--- src/rtl/mmio_uart_tx.sv ---
// -----------------------------------------------------------------------------
// mmio_uart_tx
//
// Memory-mapped 8N1 UART transmitter on the CPU data-memory bus. CPU stores to
// TXDATA push bytes into a circular FIFO; a serializer drains the FIFO onto
// the serial line. CPU loads return status and counters with one cycle of
// latency, and rd_hit tells the top level to mux rd_data onto the read path.
//
// Register map (word offsets from BASE_ADDR):
//   0 TXDATA  write pushes wr_data[7:0]; read returns 0
//   1 STATUS  {count[7:0], 5'b0, empty, full, busy}; read-only
//   2 DROPS   read returns drop_count; any write clears it
//   3 DIV     read returns CLKS_PER_BIT; read-only
//
// Ports:
//   clk      system clock, rising edge
//   reset    synchronous active-high reset
//   rd_addr  read word address (bus bits [15:1])
//   rd_data  registered read data
//   rd_hit   registered; 1 when the previous cycle's rd_addr was in range
//   wr_en    write strobe
//   wr_addr  write word address
//   wr_data  write data
//   tx       registered serial output, idles high
//   tx_busy  registered; 1 while a frame is being shifted
// -----------------------------------------------------------------------------
module mmio_uart_tx #(
    parameter logic [14:0] BASE_ADDR    = 15'h7FF0,
    parameter logic [15:0] CLKS_PER_BIT = 16'd434,
    parameter int          FIFO_LOG2    = 4
) (
    input  logic        clk,
    input  logic        reset,
    input  logic [14:0] rd_addr,
    output logic [15:0] rd_data,
    output logic        rd_hit,
    input  logic        wr_en,
    input  logic [14:0] wr_addr,
    input  logic [15:0] wr_data,
    output logic        tx,
    output logic        tx_busy
);

    localparam int                 DEPTH      = 1 << FIFO_LOG2;
    localparam logic [FIFO_LOG2:0] FULL_COUNT = (FIFO_LOG2 + 1)'(DEPTH);
    localparam logic [15:0]        LAST_TICK  = CLKS_PER_BIT - 16'd1;

    typedef enum logic [1:0] {
        IDLE,
        START,
        DATA,
        STOP
    } state_t;

    // ------------------------------------------------------------------
    // Address decode. Subtracting the base first makes the range check a
    // single compare and keeps it correct for any BASE_ADDR.
    // ------------------------------------------------------------------
    logic [14:0] rd_off;
    logic [14:0] wr_off;
    logic        rd_in_range;
    logic        wr_in_range;
    logic        push_req;
    logic        drop_clr;

    assign rd_off      = rd_addr - BASE_ADDR;
    assign wr_off      = wr_addr - BASE_ADDR;
    assign rd_in_range = rd_off < 15'd4;
    assign wr_in_range = wr_off < 15'd4;
    assign push_req    = wr_en && wr_in_range && (wr_off[1:0] == 2'd0);
    assign drop_clr    = wr_en && wr_in_range && (wr_off[1:0] == 2'd2);

    // Upper write byte has no meaning in any register.
    logic unused_wr_hi;
    assign unused_wr_hi = ^wr_data[15:8];

    // ------------------------------------------------------------------
    // TX FIFO
    // ------------------------------------------------------------------
    logic [7:0]           mem [DEPTH];
    logic [FIFO_LOG2-1:0] wr_ptr;
    logic [FIFO_LOG2-1:0] rd_ptr;
    logic [FIFO_LOG2:0]   count;
    logic                 fifo_empty;
    logic                 fifo_full;
    logic                 pop;
    logic                 push_ok;
    logic                 drop;
    logic [15:0]          drop_count;

    assign fifo_empty = (count == '0);
    assign fifo_full  = (count == FULL_COUNT);
    // A full FIFO still accepts a push when the serializer pops that cycle.
    assign push_ok    = push_req && (!fifo_full || pop);
    assign drop       = push_req && fifo_full && !pop;

    // NOTE: storage has no reset; validity is tracked entirely by count and
    // the pointers, so clearing the array would only cost logic.
    always_ff @(posedge clk) begin
        if (push_ok) begin
            mem[wr_ptr] <= wr_data[7:0];
        end
    end

    // NOTE: clocked state uses non-blocking assignments so every register
    // samples pre-edge values regardless of process evaluation order.
    always_ff @(posedge clk) begin
        if (reset) begin
            wr_ptr <= '0;
            rd_ptr <= '0;
            count  <= '0;
        end else begin
            if (push_ok) begin
                wr_ptr <= wr_ptr + 1'b1;
            end
            if (pop) begin
                rd_ptr <= rd_ptr + 1'b1;
            end
            case ({push_ok, pop})
                2'b10:   count <= count + 1'b1;
                2'b01:   count <= count - 1'b1;
                default: count <= count;
            endcase
        end
    end

    // A clear wins over a simultaneous drop.
    always_ff @(posedge clk) begin
        if (reset) begin
            drop_count <= '0;
        end else if (drop_clr) begin
            drop_count <= '0;
        end else if (drop && (drop_count != 16'hFFFF)) begin
            drop_count <= drop_count + 16'd1;
        end
    end

    // ------------------------------------------------------------------
    // Serializer FSM
    // ------------------------------------------------------------------
    state_t      state_q, state_d;
    logic [15:0] timer_q, timer_d;
    logic [2:0]  idx_q,   idx_d;
    logic [7:0]  shift_q, shift_d;
    logic        bit_done;

    assign bit_done = (timer_q == LAST_TICK);

    always_ff @(posedge clk) begin
        if (reset) begin
            state_q <= IDLE;
            timer_q <= '0;
            idx_q   <= '0;
            shift_q <= '0;
        end else begin
            state_q <= state_d;
            timer_q <= timer_d;
            idx_q   <= idx_d;
            shift_q <= shift_d;
        end
    end

    // NOTE: every output of this block gets a default before the case so no
    // path leaves a value unassigned and no latch is inferred.
    always_comb begin
        state_d = state_q;
        timer_d = timer_q;
        idx_d   = idx_q;
        shift_d = shift_q;
        pop     = 1'b0;
        case (state_q)
            IDLE: begin
                if (!fifo_empty) begin
                    pop     = 1'b1;
                    shift_d = mem[rd_ptr];
                    timer_d = '0;
                    state_d = START;
                end
            end
            START: begin
                if (bit_done) begin
                    timer_d = '0;
                    idx_d   = '0;
                    state_d = DATA;
                end else begin
                    timer_d = timer_q + 16'd1;
                end
            end
            DATA: begin
                if (bit_done) begin
                    timer_d = '0;
                    if (idx_q == 3'd7) begin
                        state_d = STOP;
                    end else begin
                        idx_d = idx_q + 3'd1;
                    end
                end else begin
                    timer_d = timer_q + 16'd1;
                end
            end
            STOP: begin
                if (bit_done) begin
                    timer_d = '0;
                    // Chain straight into the next start bit when data waits.
                    if (!fifo_empty) begin
                        pop     = 1'b1;
                        shift_d = mem[rd_ptr];
                        state_d = START;
                    end else begin
                        state_d = IDLE;
                    end
                end else begin
                    timer_d = timer_q + 16'd1;
                end
            end
            default: state_d = IDLE;
        endcase
    end

    // Line and busy are registered from the current state, so both lag the
    // state register by one cycle and the line never glitches.
    always_ff @(posedge clk) begin
        if (reset) begin
            tx      <= 1'b1;
            tx_busy <= 1'b0;
        end else begin
            tx_busy <= (state_q != IDLE);
            case (state_q)
                START:   tx <= 1'b0;
                DATA:    tx <= shift_q[idx_q];
                default: tx <= 1'b1;
            endcase
        end
    end

    // ------------------------------------------------------------------
    // Read port
    // ------------------------------------------------------------------
    logic [15:0] rd_mux;

    always_comb begin
        rd_mux = '0;
        case (rd_off[1:0])
            2'd1:    rd_mux = {8'(count), 5'b0, fifo_empty, fifo_full, tx_busy};
            2'd2:    rd_mux = drop_count;
            2'd3:    rd_mux = CLKS_PER_BIT;
            default: rd_mux = '0;
        endcase
    end

    always_ff @(posedge clk) begin
        if (reset) begin
            rd_hit  <= 1'b0;
            rd_data <= '0;
        end else begin
            rd_hit  <= rd_in_range;
            rd_data <= rd_in_range ? rd_mux : 16'h0000;
        end
    end

endmodule

--- config.mk ---
export PLATFORM = sky130hd
export DESIGN_NAME = mmio_uart_tx
export DESIGN_NICKNAME = d
export VERILOG_FILES = /design/src/rtl/mmio_uart_tx.sv
export SDC_FILE = /design/constraint.sdc
export NUM_CORES = 1
export LEC_CHECK = 0
export ABC_AREA = 0
export ABC_CLOCK_PERIOD_IN_PS = 6750
export CORE_MARGIN = 2
export CORE_UTILIZATION = 56
export CTS_CLUSTER_DIAMETER = 40
export DETAILED_ROUTE_END_ITERATION = 6
export GPL_TIMING_DRIVEN = 0
export PLACE_DENSITY = 0.77
export SYNTH_ARGS = -nofsm -noshare
export SYNTH_HDL_FRONTEND = slang
export SYNTH_SLANG_ARGS = --single-unit
--- constraint.sdc ---
create_clock -name clk -period 6.75 [get_ports clk]
set_clock_uncertainty 0.15 [all_clocks]
set_input_delay 1.35 -clock clk [delete_from_list [all_inputs] [get_ports clk]]
set_output_delay 1.35 -clock clk [all_outputs]
set_load 0.01 [all_outputs]
-- Yosys cells after proc, flatten, opt, wreduce, memory -nomap -nowiden
Memory sizes are Yosys's and may differ from the RTL's. A register that Yosys moved wholly into a read port is not among the register bits.
Cells that the tools add are included.
- add/sub/neg operators: 9
- $lt $le $gt $ge: 3
- equal/unequal tests: 19
- muxes and demuxes: 29
- bitwise gates (word level): 1
- reductions and logical operators: 23
- operators with widths (cell ; number):
    $pmux W16 S3 ; 1
    $add A16 B1 Y16 const B ; 2
    $mux W16 ; 2
    $pmux W16 S2 ; 1
    $lt A15 B3 Y1 const B ; 2
    $sub A15 B15 Y15 const B ; 2
    $eq A16 B9 Y1 const B ; 1
    $mux W8 ; 2
    $ne A16 B16 Y1 const B ; 1
    $pmux W8 S2 ; 1
    $eq A2 B2 Y1 const B ; 6
    $ne A2 B2 Y1 const B ; 6
    $mux W2 ; 5
    $pmux W5 S2 ; 1
    $mux W3 ; 3
    $add A4 B1 Y4 const B ; 2
    $mux W4 ; 2
    $pmux W2 S4 ; 1
    $reduce_bool A2 Y1 ; 4
    $logic_and A1 B1 Y1 ; 7
    $eq A2 B1 Y1 const B ; 3
    $mux W1 ; 6
    $pmux W3 S2 ; 1
    $add A5 B1 Y5 const B ; 1
    17 further kinds ; 21
- bits in registers: 77
- RAM bits: 128
- logic and storage cells: 97
- memories: 1
- memories (memory ; depth ; bits a word ; read ports ; clocked after Yosys merged registers in ; write ports ; RTL line ; source):
    mem ; 16 ; 8 ; 1 ; 1 ; 1 ; 80 ; logic [7:0] mem [DEPTH];

-- Logic depth before layout (Yosys ltp)
- word-level depth: 8
- depth in mapped cells: 19
- depth with buffers taken out: 16

-- Worst setup path after synthesis
No wires, ideal clock.
- path kind: input-to-reg
- start point: in wr_addr[4]
- end point: reg count[4]
- library setup time: 0.070 ns
- arrival time: 4.511 ns
- setup slack: 2.019 ns
- cell stages on the path: 16
- buffers on the path: 1
- cell sequence: ha_1 > nor3_1 > a31oi_1 > or3_1 > nor4_4 > inv_2 > ha_1 > clkbuf_1 > xor2_1 > ha_1 > o21a_1 > o22a_1 > a21oi_1 > xor2_1 > or3_1 > a21oi_1
- cells in the longest elaborated chain, start to end: 7
- ends and longest elaborated chain (what ; RTL line ; source):
    from (decl) ; 38 ; input logic [14:0] wr_addr,
    $sub A15 B15 Y15 (*) ; 67 ; assign wr_off = wr_addr - BASE_ADDR;
    $lt A15 B3 Y1 (*) ; 69 ; assign wr_in_range = wr_off < 15'd4;
    $logic_and A1 B1 Y1 (*) (2 in a row) ; 70 ; assign push_req = wr_en && wr_in_range && (wr_off[1:0] == 2'd0);
    $logic_and A1 B1 Y1 (*) ; 94 ; assign push_ok = push_req && (!fifo_full || pop);
    $eq A2 B1 Y1 / $eq A2 B2 Y1 (equally long branches) ; 119 ; case ({push_ok, pop})
    $pmux W5 S2 / $reduce_bool A2 Y1 (equally long branches) ; - ;
    to (signal assigned) ; 120 ; 2'b10: count <= count + 1'b1;
    to (signal assigned) ; 121 ; 2'b01: count <= count - 1'b1;
    to (signal assigned) ; 122 ; default: count <= count;
    to (decl) ; 83 ; logic [FIFO_LOG2:0] count;
Every way passes the cells marked *; elsewhere a longest branch is shown, timed or not.
A chain may end at the register's enable or synchronous reset.

-- Final worst setup path
- start point: in wr_addr[5]
- end point: reg count[4]
The elaborated chain is that of the path after synthesis.

==> metrics.md <==
| Metric | Value |
|---|---|
| Status | `finished, final reports clean` |
| Largest net degree at the start of global routing | `17` |
| Synth warn | `0` |
| Die W | `around 130 µm` |
| Initial antenna violation count | `0` |
| Per-cell routed wire length | `between 15 and 20 µm` |
| Final Max Tran Viols | `0` |
| Worst r2r path cells | `17` |
| Unique masters post-synth | `62` |
| Post-synth top area share | `0.426` |
| PortBufs | `between 50 and 60` |
| Critical Path End Type | `register` |
| Startpoint types | `primary input` |
| Post-synth top cells | `128 x edfxtp_1, 81 x dfxtp_1, 76 x nor2_1` |
| GR Util met2 | `0.408` |
| Internal Power | `between 2000 and 2500 µW` |
| Layout cells sized above 1 | `0.129` |
| Clock network fraction of total power | `0.471` |
| Clk_lat worst skew | `between 0.5 and 0.6 ns` |
| Post-synth EDFFs | `between 100 and 150` |
| Dpl hpwl | `between 10000 and 15000 µm` |
| Main synth FF type | `edfxtp_1` |
| Sequential share of the synthesized area | `0.605` |
| Hold Path Class | `reg -> reg` |
| Gpl congestion | `slightly above 0.8` |
| Max IR drop VDD | `a little over 0.3 mV` |
| H-tree lvl count | `1` |
| Vias in the first global route | `between 6000 and 7000` |
| Clock sinks | `209` |
| Switching share of power | `0.235` |
| Placement Cell Area | `0.00987 mm²` |
| Data arrival time of the worst path | `5.55 ns` |
| Cell row count | `46` |
| Synth area leader | `edfxtp_1` |
| Hold Violations, Final | `0` |
| Core footprint | `0.0158 mm²` |
| NetSw | `684 µW` |
| Post-Synthesis Cells | `684` |
| Final instance area | `0.0107 mm²` |
| Clock Tree Root | `clkbuf_16` |
| Setup Buffers After CTS | `0` |
| Grt ovf | `0` |
| Mapped Area | `0.00903 mm²` |
| Cts hold-fix bufs | `0` |
| Number of I/O pins | `slightly below 70` |
| Synth top area cells | `edfxtp_1 43%, dfxtp_1 18%, mux4_2 10%, nor2_1 3.2%, ha_1 2.9%` |
| Relative max-transition margin | `0.139` |
| Die ar. | `around 0.017 mm²` |
| Vias | `6021` |
| Clk buf depth | `3` |
| Combinational Power Share | `0.059` |
| Synth Net Count | `roughly 750` |
| Initial cell density of the core | `0.570` |
| Worst slew pin tran | `approximately 1.3 ns` |
| Fraction of registers with async set/reset | `0` |
| Setup_tns | `0 ns` |
| Synth Register Bits | `roughly 210` |
| Die Y-Extent | `about 130 µm` |
| Minimum clock period | `between 5 and 6 ns` |
| Crit Path Class | `in -> reg` |
| Antenna-violating nets left | `0` |
| Final core utilization | `0.679` |
| Mapped Avg Cell Area | `approximately 13 µm²` |
| # setup viols final | `0` |
| Total Routing Usage GR | `0.232` |
| Power per cell area | `approximately 270 mW/mm²` |
| Max-cap violations | `0` |
| Static Leak | `between 0.003 and 0.004 µW` |
| Vias per inst | `between 5 and 6` |
| CTS Buf Count | `26` |
| Reg power frac | `0.469` |
| Total Nets Final | `around 840` |
| Hold_ws | `0.352 ns` |
| DR iter-0 viols | `about 500` |
| Wirelength, routed | `19400 µm` |
| Peak Freq | `190 MHz` |
| Hold Path Depth | `2` |
| Met1 usage | `0.291` |
| Crit path required time | `around 7 ns` |
| Critical path peak fanout | `7` |
| RSZ-0062 raised after global routing | `no` |
| Most common cell in the netlist | `edfxtp_1` |
| Drt pass-1 iters | `5` |
| Drt drc | `0` |
| CTS tree | `yes` |
| PostCTS Resize Cnt | `0` |
| GRT busiest layer | `met2` |
| Area delta synth->final | `19.0%` |
| Worst-path clk slew | `around 0.06 ns` |
| Fin crit share | `0.778` |
| First-pass GRT wire length | `30800 µm` |
| ANT cells | `0` |
| GR Util met3 | `0.0350` |
-- worst max-delay path, stage by stage --
cell and delay (ns):
clkdlybuf4s50_1 0.57, ha_1 0.29, nand3b_1 0.17, or3_1 0.50
nor4_4 0.53, inv_2 0.15, ha_1 0.23, clkbuf_1 0.20
xor2_1 0.20, ha_1 0.24, o21a_1 0.18, o22a_1 0.20
a21oi_1 0.18, xor2_1 0.10, or3_1 0.32, a21oi_1 0.16
-- flip-flops by register name, summed over array words and instances (netlist names), named ones only --
name        count
state_q         2
count           5
idx_q           3
shift_q         8
rd_hit          1
rd_ptr          4
tx              1
timer_q        16
drop_count     16
tx_busy         1
wr_ptr          4
rd_data        16
mem           128
-- through the flow --
stage          cells  worst slack [ns]  total power, µW
2_1_floorplan    684              2.02             1490
3_3_place_gp     957              1.29             1560
3_5_place_dp     957              1.09             1570
4_1_cts         1004              1.54             2930
5_1_grt         1004              1.28             3010
6_report        1004              1.50             2920
-- final cells by class --
cell class,count,area (µm²)
flip-flops and latches,209,5470
multi-input cells,426,3380
clock buffers,28,658
repair buffers,57,571
inverters,13,48.8
plain buffers,36,145
fillers,1094,5080
clock inverters,19,208
well taps,216,270
-- power by group through the flow --
stage | Combinational (µW) | Sequential (µW) | Clock [µW]
floorplan | 98.1 | 1390 | 0
CTS | 173 | 1370 | 1390
detailed placement | 171 | 1400 | 0
finish | 173 | 1370 | 1370
global placement | 163 | 1390 | 0
global route | 196 | 1370 | 1440
-- cells in the final DEF, fill, tap and decap left out, types with 4 or more instances in the layout --
master,Yosys,routed
mux4_2,42,42
a22oi_1,10,10
ha_1,21,21
and2_1,10,10
xnor2_1,6,6
edfxtp_1,128,128
xor2_1,5,5
nor4_1,6,6
inv_1,12,12
dfxtp_1,81,81
or3_1,10,10
o31ai_1,8,8
a311oi_1,6,6
o21ai_0,23,23
clkbuf_1,25,27
nand3_1,15,15
buf_1,8,8
clkdlybuf4s50_1,0,57
clkbuf_16,0,26
or4_1,11,11
a31oi_1,8,8
nor3_1,14,12
mux2i_1,14,14
and3_1,4,4
a21oi_1,39,39
nand2b_1,9,9
nand2_1,23,23
nand4_1,17,17
and4_1,5,5
nor2_1,76,76
inv_6,0,6
-- path summary, 6_finish.rpt --
check	from	endpoint	slack, ns
setup reg to reg	timer_q[0]	count[4]	1.98
setup / recovery	wr_addr[5]	count[4]	1.50
hold reg to reg	shift_q[2]	shift_q[2]	0.35
hold / removal	shift_q[2]	shift_q[2]	0.35
-- cells by family (layout without fill, tap and decap cells) --
group                    Yosys count  in the layout  synth area share
AO/OA/AOI/OAI                    115            115            0.0804
XOR/XNOR                          11             11            0.0107
adder cells (fa/ha/maj)           21             21            0.0291
buffers and inverters             49            153            0.0215
flip-flops                       209            209             0.605
multiplexers                      57             57             0.122
AND/OR/NAND/NOR                  222            222             0.131
-- layer usage --
layer	vias up	wire length [µm]
met5	-	0
met4	0	750
met3	57	874
met2	184	9660
met1	2957	8100
li1	2823	-
Note: power is estimated with default switching activity, not from simulation.
